--- src/rtl/fmul_pipe.sv ---
// fmul_pipe: pipelined IEEE-754 single-precision multiplier, z = x * y.
// Stage 0 registers the operands. Stage 1 classifies them and forms the
// exponent sum and the 48-bit significand product. Stage 2 normalizes.
// Stage 3 rounds to nearest even and packs the result into z.
// A high stall freezes every register, and operands presented during a stall
// are dropped. Denormal inputs and outputs are flushed to zero.
module fmul_pipe #(
   parameter logic [31:0] NAN_OUT = 32'h7FC00000
) (
   input  logic        clk,
   input  logic        rst,
   input  logic        in_valid,
   input  logic [31:0] x,
   input  logic [31:0] y,
   input  logic        stall,
   output logic        out_valid,
   output logic [31:0] z
);

   localparam int STAGES = 3;

   logic                en;
   logic [STAGES:0]     vld_pipe_q;

   // stage 0: captured operands
   logic [31:0]         x_q, y_q;

   // stage 1: classification, exponent sum, raw product
   logic                s1_sign_d, s1_nan_d, s1_inf_d, s1_zero_d;
   logic signed [9:0]   s1_exp_d;
   logic [47:0]         s1_prod_d;
   logic                s1_sign_q, s1_nan_q, s1_inf_q, s1_zero_q;
   logic signed [9:0]   s1_exp_q;
   logic [47:0]         s1_prod_q;

   // stage 2: normalized mantissa plus guard/sticky
   logic [22:0]         s2_man_d;
   logic                s2_grd_d, s2_stk_d;
   logic signed [9:0]   s2_exp_d;
   logic [22:0]         s2_man_q;
   logic                s2_grd_q, s2_stk_q;
   logic signed [9:0]   s2_exp_q;
   logic                s2_sign_q, s2_nan_q, s2_inf_q, s2_zero_q;

   // stage 3: rounding and pack
   logic [23:0]         rnd_man;
   logic                rnd_inc;
   logic signed [9:0]   rnd_exp;
   logic [31:0]         z_d, z_q;

   assign en        = ~stall;
   assign out_valid = vld_pipe_q[STAGES];
   assign z         = z_q;

   // valid shift register; a bubble enters whenever in_valid is low
   always_ff @(posedge clk) begin
      if (rst)     vld_pipe_q <= '0;
      else if (en) vld_pipe_q <= {vld_pipe_q[STAGES-1:0], in_valid};
   end

   // stage 0: capture the operands only when a new operation is accepted
   always_ff @(posedge clk) begin
      if (rst) begin
         x_q <= '0;
         y_q <= '0;
      end else if (en && in_valid) begin
         x_q <= x;
         y_q <= y;
      end
   end

   // stage 1 logic: classify operands, sum the exponents, multiply the significands
   always_comb begin
      logic [7:0]  xe, ye;
      logic [22:0] xm, ym;
      logic        x_zero, y_zero, x_inf, y_inf, x_nan, y_nan;
      xe        = x_q[30:23];
      ye        = y_q[30:23];
      xm        = x_q[22:0];
      ym        = y_q[22:0];
      x_zero    = (xe == 8'h00);
      y_zero    = (ye == 8'h00);
      x_inf     = (xe == 8'hFF) && (xm == '0);
      y_inf     = (ye == 8'hFF) && (ym == '0);
      x_nan     = (xe == 8'hFF) && (xm != '0);
      y_nan     = (ye == 8'hFF) && (ym != '0);
      s1_sign_d = x_q[31] ^ y_q[31];
      // 0*Inf has no meaningful value, so it is reported as NaN
      s1_nan_d  = x_nan | y_nan | (x_zero & y_inf) | (x_inf & y_zero);
      s1_inf_d  = x_inf | y_inf;
      s1_zero_d = x_zero | y_zero;
      s1_exp_d  = $signed({2'b00, xe}) + $signed({2'b00, ye}) - 10'sd127;
      s1_prod_d = {24'd0, 1'b1, xm} * {24'd0, 1'b1, ym};
   end

   // stage 1 register
   always_ff @(posedge clk) begin
      if (rst) begin
         s1_sign_q <= 1'b0;
         s1_nan_q  <= 1'b0;
         s1_inf_q  <= 1'b0;
         s1_zero_q <= 1'b0;
         s1_exp_q  <= '0;
         s1_prod_q <= '0;
      end else if (en) begin
         s1_sign_q <= s1_sign_d;
         s1_nan_q  <= s1_nan_d;
         s1_inf_q  <= s1_inf_d;
         s1_zero_q <= s1_zero_d;
         s1_exp_q  <= s1_exp_d;
         s1_prod_q <= s1_prod_d;
      end
   end

   // stage 2 logic: the product of two [1,2) significands lies in [1,4),
   // so at most one right shift is needed
   always_comb begin
      if (s1_prod_q[47]) begin
         s2_man_d = s1_prod_q[46:24];
         s2_grd_d = s1_prod_q[23];
         s2_stk_d = |s1_prod_q[22:0];
         s2_exp_d = s1_exp_q + 10'sd1;
      end else begin
         s2_man_d = s1_prod_q[45:23];
         s2_grd_d = s1_prod_q[22];
         s2_stk_d = |s1_prod_q[21:0];
         s2_exp_d = s1_exp_q;
      end
   end

   // stage 2 register
   always_ff @(posedge clk) begin
      if (rst) begin
         s2_man_q  <= '0;
         s2_grd_q  <= 1'b0;
         s2_stk_q  <= 1'b0;
         s2_exp_q  <= '0;
         s2_sign_q <= 1'b0;
         s2_nan_q  <= 1'b0;
         s2_inf_q  <= 1'b0;
         s2_zero_q <= 1'b0;
      end else if (en) begin
         s2_man_q  <= s2_man_d;
         s2_grd_q  <= s2_grd_d;
         s2_stk_q  <= s2_stk_d;
         s2_exp_q  <= s2_exp_d;
         s2_sign_q <= s1_sign_q;
         s2_nan_q  <= s1_nan_q;
         s2_inf_q  <= s1_inf_q;
         s2_zero_q <= s1_zero_q;
      end
   end

   // stage 3 logic: round to nearest even, then apply specials and range limits.
   // A mantissa carry-out happens only when the mantissa is all ones, so the
   // wrapped low bits are already zero.
   always_comb begin
      rnd_inc = s2_grd_q & (s2_stk_q | s2_man_q[0]);
      rnd_man = {1'b0, s2_man_q} + {23'd0, rnd_inc};
      rnd_exp = s2_exp_q + $signed({9'd0, rnd_man[23]});
      z_d     = z_q;
      if (vld_pipe_q[STAGES-1]) begin
         if (s2_nan_q)                z_d = NAN_OUT;
         else if (s2_inf_q)           z_d = {s2_sign_q, 8'hFF, 23'd0};
         else if (s2_zero_q)          z_d = {s2_sign_q, 31'd0};
         else if (rnd_exp >= 10'sd255) z_d = {s2_sign_q, 8'hFF, 23'd0};
         else if (rnd_exp <= 10'sd0)  z_d = {s2_sign_q, 31'd0};
         else                         z_d = {s2_sign_q, rnd_exp[7:0], rnd_man[22:0]};
      end
   end

   // output register: z holds its last value across bubbles
   always_ff @(posedge clk) begin
      if (rst)     z_q <= '0;
      else if (en) z_q <= z_d;
   end

endmodule
--- config.mk ---
export PLATFORM = sky130hd
export DESIGN_NAME = fmul_pipe
export DESIGN_NICKNAME = d
export VERILOG_FILES = /design/src/rtl/fmul_pipe.sv
export SDC_FILE = /design/constraint.sdc
export NUM_CORES = 2
export LEC_CHECK = 0
export BUFFER_PORTS_ARGS = -buffer_cell sky130_fd_sc_hd__buf_4
export CORE_MARGIN = 2
export CORE_UTILIZATION = 25
export CTS_CLUSTER_DIAMETER = 30
export DETAILED_ROUTE_END_ITERATION = 8
export SLEW_MARGIN = 20
export SYNTH_ARGS = -nofsm -noshare
export SYNTH_HDL_FRONTEND = slang
export SYNTH_SLANG_ARGS = --single-unit
--- constraint.sdc ---
create_clock -name clk -period 18.99 [get_ports clk]
set_clock_uncertainty 0.05 [all_clocks]
set_input_delay 2.8485 -clock clk [delete_from_list [all_inputs] [get_ports clk]]
set_output_delay 2.8485 -clock clk [all_outputs]
set_load 0.01 [all_outputs]
### Yosys cells after proc, flatten, opt, wreduce, memory -nomap -nowiden

Index checks and enable logic that the tools add are counted.

| storage, ports and cells | value |
|---|---|
| bits in registers | 201 |
| latch bits | 0 |
| memory bits (writable) | 0 |
| memory bits (read-only) | 0 |
| input bits | 68 |
| logic and storage cells | 62 |
| memories | 0 |

| cells by class | value |
|---|---|
| add/subtract/negate cells | 5 |
| multipliers | 1 |
| divide/modulo/power cells | 0 |
| $lt $le $gt $ge | 2 |
| equality and inequality tests | 2 |
| shift-type cells | 0 |
| muxes and demuxes | 9 |
| bitwise gates (word level) | 11 |
| reduce and logical (&&, ||, !) cells | 14 |

Operators by type and width:

| cell | count |
|---|---|
| 2-to-1 mux 31 bit | 4 |
| multiplier 24 x 24 -> 48 bit | 1 |
| zero test 23 bit | 2 |
| nonzero test 23 bit | 2 |
| 2-to-1 mux 32 bit | 1 |
| adder 23 x 1 -> 24 bit | 1 |
| 2-to-1 mux 23 bit | 1 |
| OR reduction 23 bit | 1 |
| OR reduction 22 bit | 1 |
| equality test 8 bit (second input constant) | 2 |
| zero test 8 bit | 2 |
| adder 10 x 2 -> 10 bit | 1 |
| adder 10 x 2 -> 10 bit (second input constant) | 1 |
| >= comparator 10 x 9 -> 1 bit (second input constant) | 1 |
| less-or-equal comparator 10 x 1 -> 1 bit (second input constant) | 1 |
| 2-to-1 mux 10 bit | 1 |
| subtractor 9 x 7 -> 10 bit (second input constant) | 1 |
| adder 8 x 8 -> 9 bit | 1 |
| OR 1 bit | 6 |
| logical AND 1 bit | 5 |
| AND 1 bit | 3 |
| 2-to-1 mux 1 bit | 2 |
| AND reduction 2 bit | 1 |
| inverter 1 bit | 1 |
| bitwise XOR 1 bit | 1 |

### Depth between registers and ports, before layout

| logic depth | value |
|---|---|
| word-level depth | 10 |
| mapped depth | 28 |
| gate-level depth less buffers | 25 |

### Worst setup path after synthesis

No wires, ideal clock.

| timing path | value |
|---|---|
| path type | register -> register |
| start | reg y_q[3] |
| end | reg s1_prod_q[41] |
| setup time | 132 ps |
| arrival | 6665 ps |
| required time | 18808 ps |
| slack | 12143 ps |
| cell stages (with the launch flop) | 28 |
| buffers on the path | 2 |
| cell sequence | dfxtp_1 clkbuf_1 clkbuf_1 nand2_1 fa_1 inv_1 fa_1 inv_1 fa_1 inv_1 fa_1 inv_1 fa_1 inv_1 fa_1 inv_1 fa_1 inv_1 ha_1 and2_4 and3_4 a21oi_1 a311oi_2 a31o_2 a31o_2 a31oi_1 mux2i_1 o21ai_0 |

| between the ends | value |
|---|---|
| cells in the longest elaborated chain, start to end | 1 |

RTL lines:

| element | line | text |
|---|---|---|
| start, declared | 26 | `logic [31:0] x_q, y_q;` |
| start signal, assigned | 68 | `y_q <= y;` |
| multiplier 24 x 24 -> 48 bit | 93 | `s1_prod_d = {24'd0, 1'b1, xm} * {24'd0, 1'b1, ym};` |
| end signal, assigned | 111 | `s1_prod_q <= s1_prod_d;` |
| end, declared | 34 | `logic [47:0] s1_prod_q;` |

No other way between the ends.
A chain may end at the register's enable or synchronous reset.

### Worst setup path after layout

| timing path | value |
|---|---|
| start | reg y_q[8] |
| end | reg s1_prod_q[41] |

Same word-level chain as after synthesis.

==> flow_metrics.py <==
metrics = {
    "grt": {
        "grt_usage_pct": 14.1,
        "grt_remaining_overflow": 0,
        "grt_pass1_vias": 22300,
        "grt_antenna_before_repair": 3,
        "grt_pass1_wl_mm": 124,
        "grt_max_degree": 97,
    },
    "logic_synthesis": {
        "ys_types": 72,
        "yosysTopAreaCell": "fa_1",
        "ys.flop_type": "dfxtp_1",
        "synth_cells": 3207,
        "synthesis.area_um2": 27400,
        "syn_nets": 3951,
        "yosysWarnings": 0,
        "synth_edf_count": 0,
        "synth_top_area_share_pct": 35.3,
        "ys_seq_area_share_pct": 14.7,
        "syn_avg_cell_area_um2": 8.53,
        "netlist_top_cells_area": "fa_1 (35%), dfxtp_1 (15%), ha_1 (8.8%)",
        "ys_seq_elements": 201,
        "async_flop_share_pct": 0,
    },
    "outcome": {
        "status": "finished clean",
    },
    "min_path": {
        "hold_start": "z[13]",
        "worstHoldPathCells": 2,
        "hold_class": "register to register",
    },
    "drt": {
        "routedWlPerCell_um": 16.5,
        "ant_nets": 0,
        "drt-vias-per-instance": 4.51,
        "wirelength_mm": 77.2,
        "vias": 21100,
        "remaining_drc_errors": 0,
        "drtPass1Iterations": 5,
        "drtIter0Drc": 1385,
    },
    "power_and_ir_drop": {
        "p_sw_share_pct": 30.4,
        "peakVddDrop_uv": 63.4,
        "clockPowerShare_pct": 53.9,
        "comb_power_share_pct": 18.8,
        "pwr-share-seq_pct": 27.3,
        "netSwitchingPower_uw": 524,
        "finalPower_uw": 1720,
        "powerDensity_nw_per_um2": 55.0,
        "internal_power_uw": 1200,
        "leakagePower_uw": 0.0145,
    },
    "worst_setup_path": {
        "slowest_delay_ps": 870,
        "cp_max_fo": 19,
        "timing.rr.start": "y_q[8]",
        "crit_top_cell": "fa_1",
        "worst-path-stages": 25,
        "reg2regPathDepth": 25,
        "crit_family": "adder cells",
        "path_buf_inv": 7,
        "cp.arrival_ps": 8210,
        "r2r-end": "s1_prod_q[41]",
        "crit_end": "s1_prod_q[41]",
        "end_kind": "register",
        "crit_type": "register to register",
        "crit_required_ps": 19390,
        "critPathLaunch": "y_q[8]",
        "critPathLaunchType": "register",
        "crit_path_top_delay_cell": "dfxtp_1",
        "ff2ff_setup_slack_ps": 11180,
    },
    "final_layout": {
        "drive_gt1_share_pct": 7.86,
        "area_growth_syn_to_layout_pct": 14.5,
        "finalNonFillerCells": 4674,
        "fin_nets": 3965,
        "fin_area_um2": 31300,
    },
    "clock_network": {
        "cts_buffer_depth": 3,
        "htree_num_levels": 2,
        "clockRootBuffer": "clkbuf_16",
        "post-cts-setup-buffer-count": 0,
        "cts-resized-gates": 0,
        "cts.clk_slew.worst_paths_ps": 50,
        "cts_buffers": 50,
        "tritoncts": "built",
        "hold_buffers": 0,
        "cts.sinks": 201,
        "clk_latency_ps": 610,
    },
    "die": {
        "die_w_um": 335,
        "start_util_pct": 25.2,
        "die_area_um2": 112000,
        "die_y_um": 335,
        "row_count": 121,
        "io_pins": 101,
        "core_um2": 109000,
    },
    "timing": {
        "max_freq_ghz": 0.128,
        "grt_setup_unrepaired": "no",
        "hold_slack_ps": 397,
        "slew_violations": 0,
        "final-setup-viol-count": 0,
        "finalSetupTns_ps": 0,
        "worstMarginPinSlew_ps": 1110,
        "finalCritPeriodShare_pct": 41.1,
        "fin_crit_ps": 7810,
        "hold_violations": 0,
        "relSlewSlack_pct": 25.7,
    },
    "placed_design": {
        "placedCellCount": 4583,
        "portBuffers": 100,
        "place_area_um2": 29500,
        "gp_congestion": 0.898,
        "hpwl_mm": 58.5,
    },
    "job": {
        "drv_cap": 0,
    },
}
-- worst reg2reg max path: stages, from the launching register on --
cell,delay [ps]
dfxtp_1,870
clkinv_1,520
nor2_1,230
fa_1,460
fa_1,510
inv_1,50
fa_1,480
inv_1,50
fa_1,500
inv_1,60
fa_1,540
inv_1,60
fa_1,470
inv_1,50
fa_1,470
inv_1,40
ha_1,370
and2_4,190
and3_4,190
a21oi_1,230
a311oi_2,210
a31o_2,340
a31o_2,270
a31oi_1,220
mux2i_1,200
o21ai_0,80
-- flip-flops by register name (all words and copies together) (netlist names), 4 cells and up --
signal / flops
s2_exp_q: 10
z: 32
y_q: 32
s2_man_q: 23
s1_exp_q: 10
vld_pipe_q: 4
s1_prod_q: 48
x_q: 32
-- per-layer routing --
| metal | track usage (%) | vias up | part of all wire [%] |
|---|---|---|---|
| li1 | - | 9820 | - |
| met1 | 18.8 | 10400 | 44 |
| met2 | 22.3 | 684 | 45 |
| met3 | 3.34 | 135 | 7.6 |
| met4 | 4.98 | 4 | 3.2 |
| met5 | 0 | - | 0.032 |
-- layout by cell type, fill, tap and decap left out, types with 9 or more instances in the layout --
master	n
a21o_1	26
a21oi_1	197
and2_1	247
and3_1	17
buf_4	139
bufinv_16	11
clkbuf_16	50
clkinvlp_4	9
dfxtp_1	197
fa_1	483
ha_1	193
inv_1	580
mux2i_1	45
nand2_1	473
nand3_1	22
nand4_1	24
nor2_1	223
nor2b_1	9
nor3_1	28
nor4_1	22
o21ai_0	36
o21ai_1	16
o21bai_1	12
xnor2_1	44
xor2_1	35
-- synthesized netlist by cell type, drive strengths merged (4+ instances only) --
library cell  number
a41oi              5
nand2b             4
nand3             22
o21a               5
nor3b              4
nand3b             5
nand4             24
o21bai            12
o211ai             4
clkbuf           145
o21ai             53
buf               33
fa               483
a211oi             5
xnor2             44
inv              580
a31oi              5
mux2i             45
nor2             223
nor4              22
and3              18
a21o              26
or3                5
and2             248
nor3              28
nand2            473
dfxtp            201
o22ai              7
ha               193
a21oi            198
xor2              35
nor2b             10
-- area by class of cell --
cell class                 instances  area [µm²]
tap                             1414        1770
clock inverter                    36         576
clock buffer                      54        1280
antenna                            1        2.50
timing repair buffer             141        1070
fill                           11600       77400
sequential                       201        4030
inverter                         583        2190
multi-input combinational       2244       20400
-- worst min path at each step --
stage,endpoint
final,z[13]
after global routing,y_q[10]
after CTS,z[13]
after detailed placement,z[13]
after global placement,z[31]
after floorplan,s1_prod_q[40]
-- cell families (layout without fill, tap and decap cells) --
group           after synthesis  in the layout  synth area share, %
mux                          45             45                 1.65
buf+inv                     762            814                 10.7
xor+xnor                     79             79                 2.53
other cells                   0              1                    0
compound gates              346            346                 7.56
fa+ha+maj                   676            676                 44.2
flops                       201            201                 14.7
simple gates               1098           1098                 18.7
-- through the flow --
stage | util, % | setup slack (ps)
after floorplan | - | 12140
after global placement | 27.1 | 11370
after detailed placement | 27.1 | 11220
after CTS | 28.8 | 11230
after global routing | 28.8 | 10840
final | 28.8 | 11180
-- power groups by stage --
stage	Combinational, µW	Clock, µW	Sequential, µW
floorplan	226	0	464
detailed placement	320	0	477
global route	364	969	472
CTS	323	946	469
global placement	317	0	476
finish	324	930	470
Power figures use the tool's default switching activity.
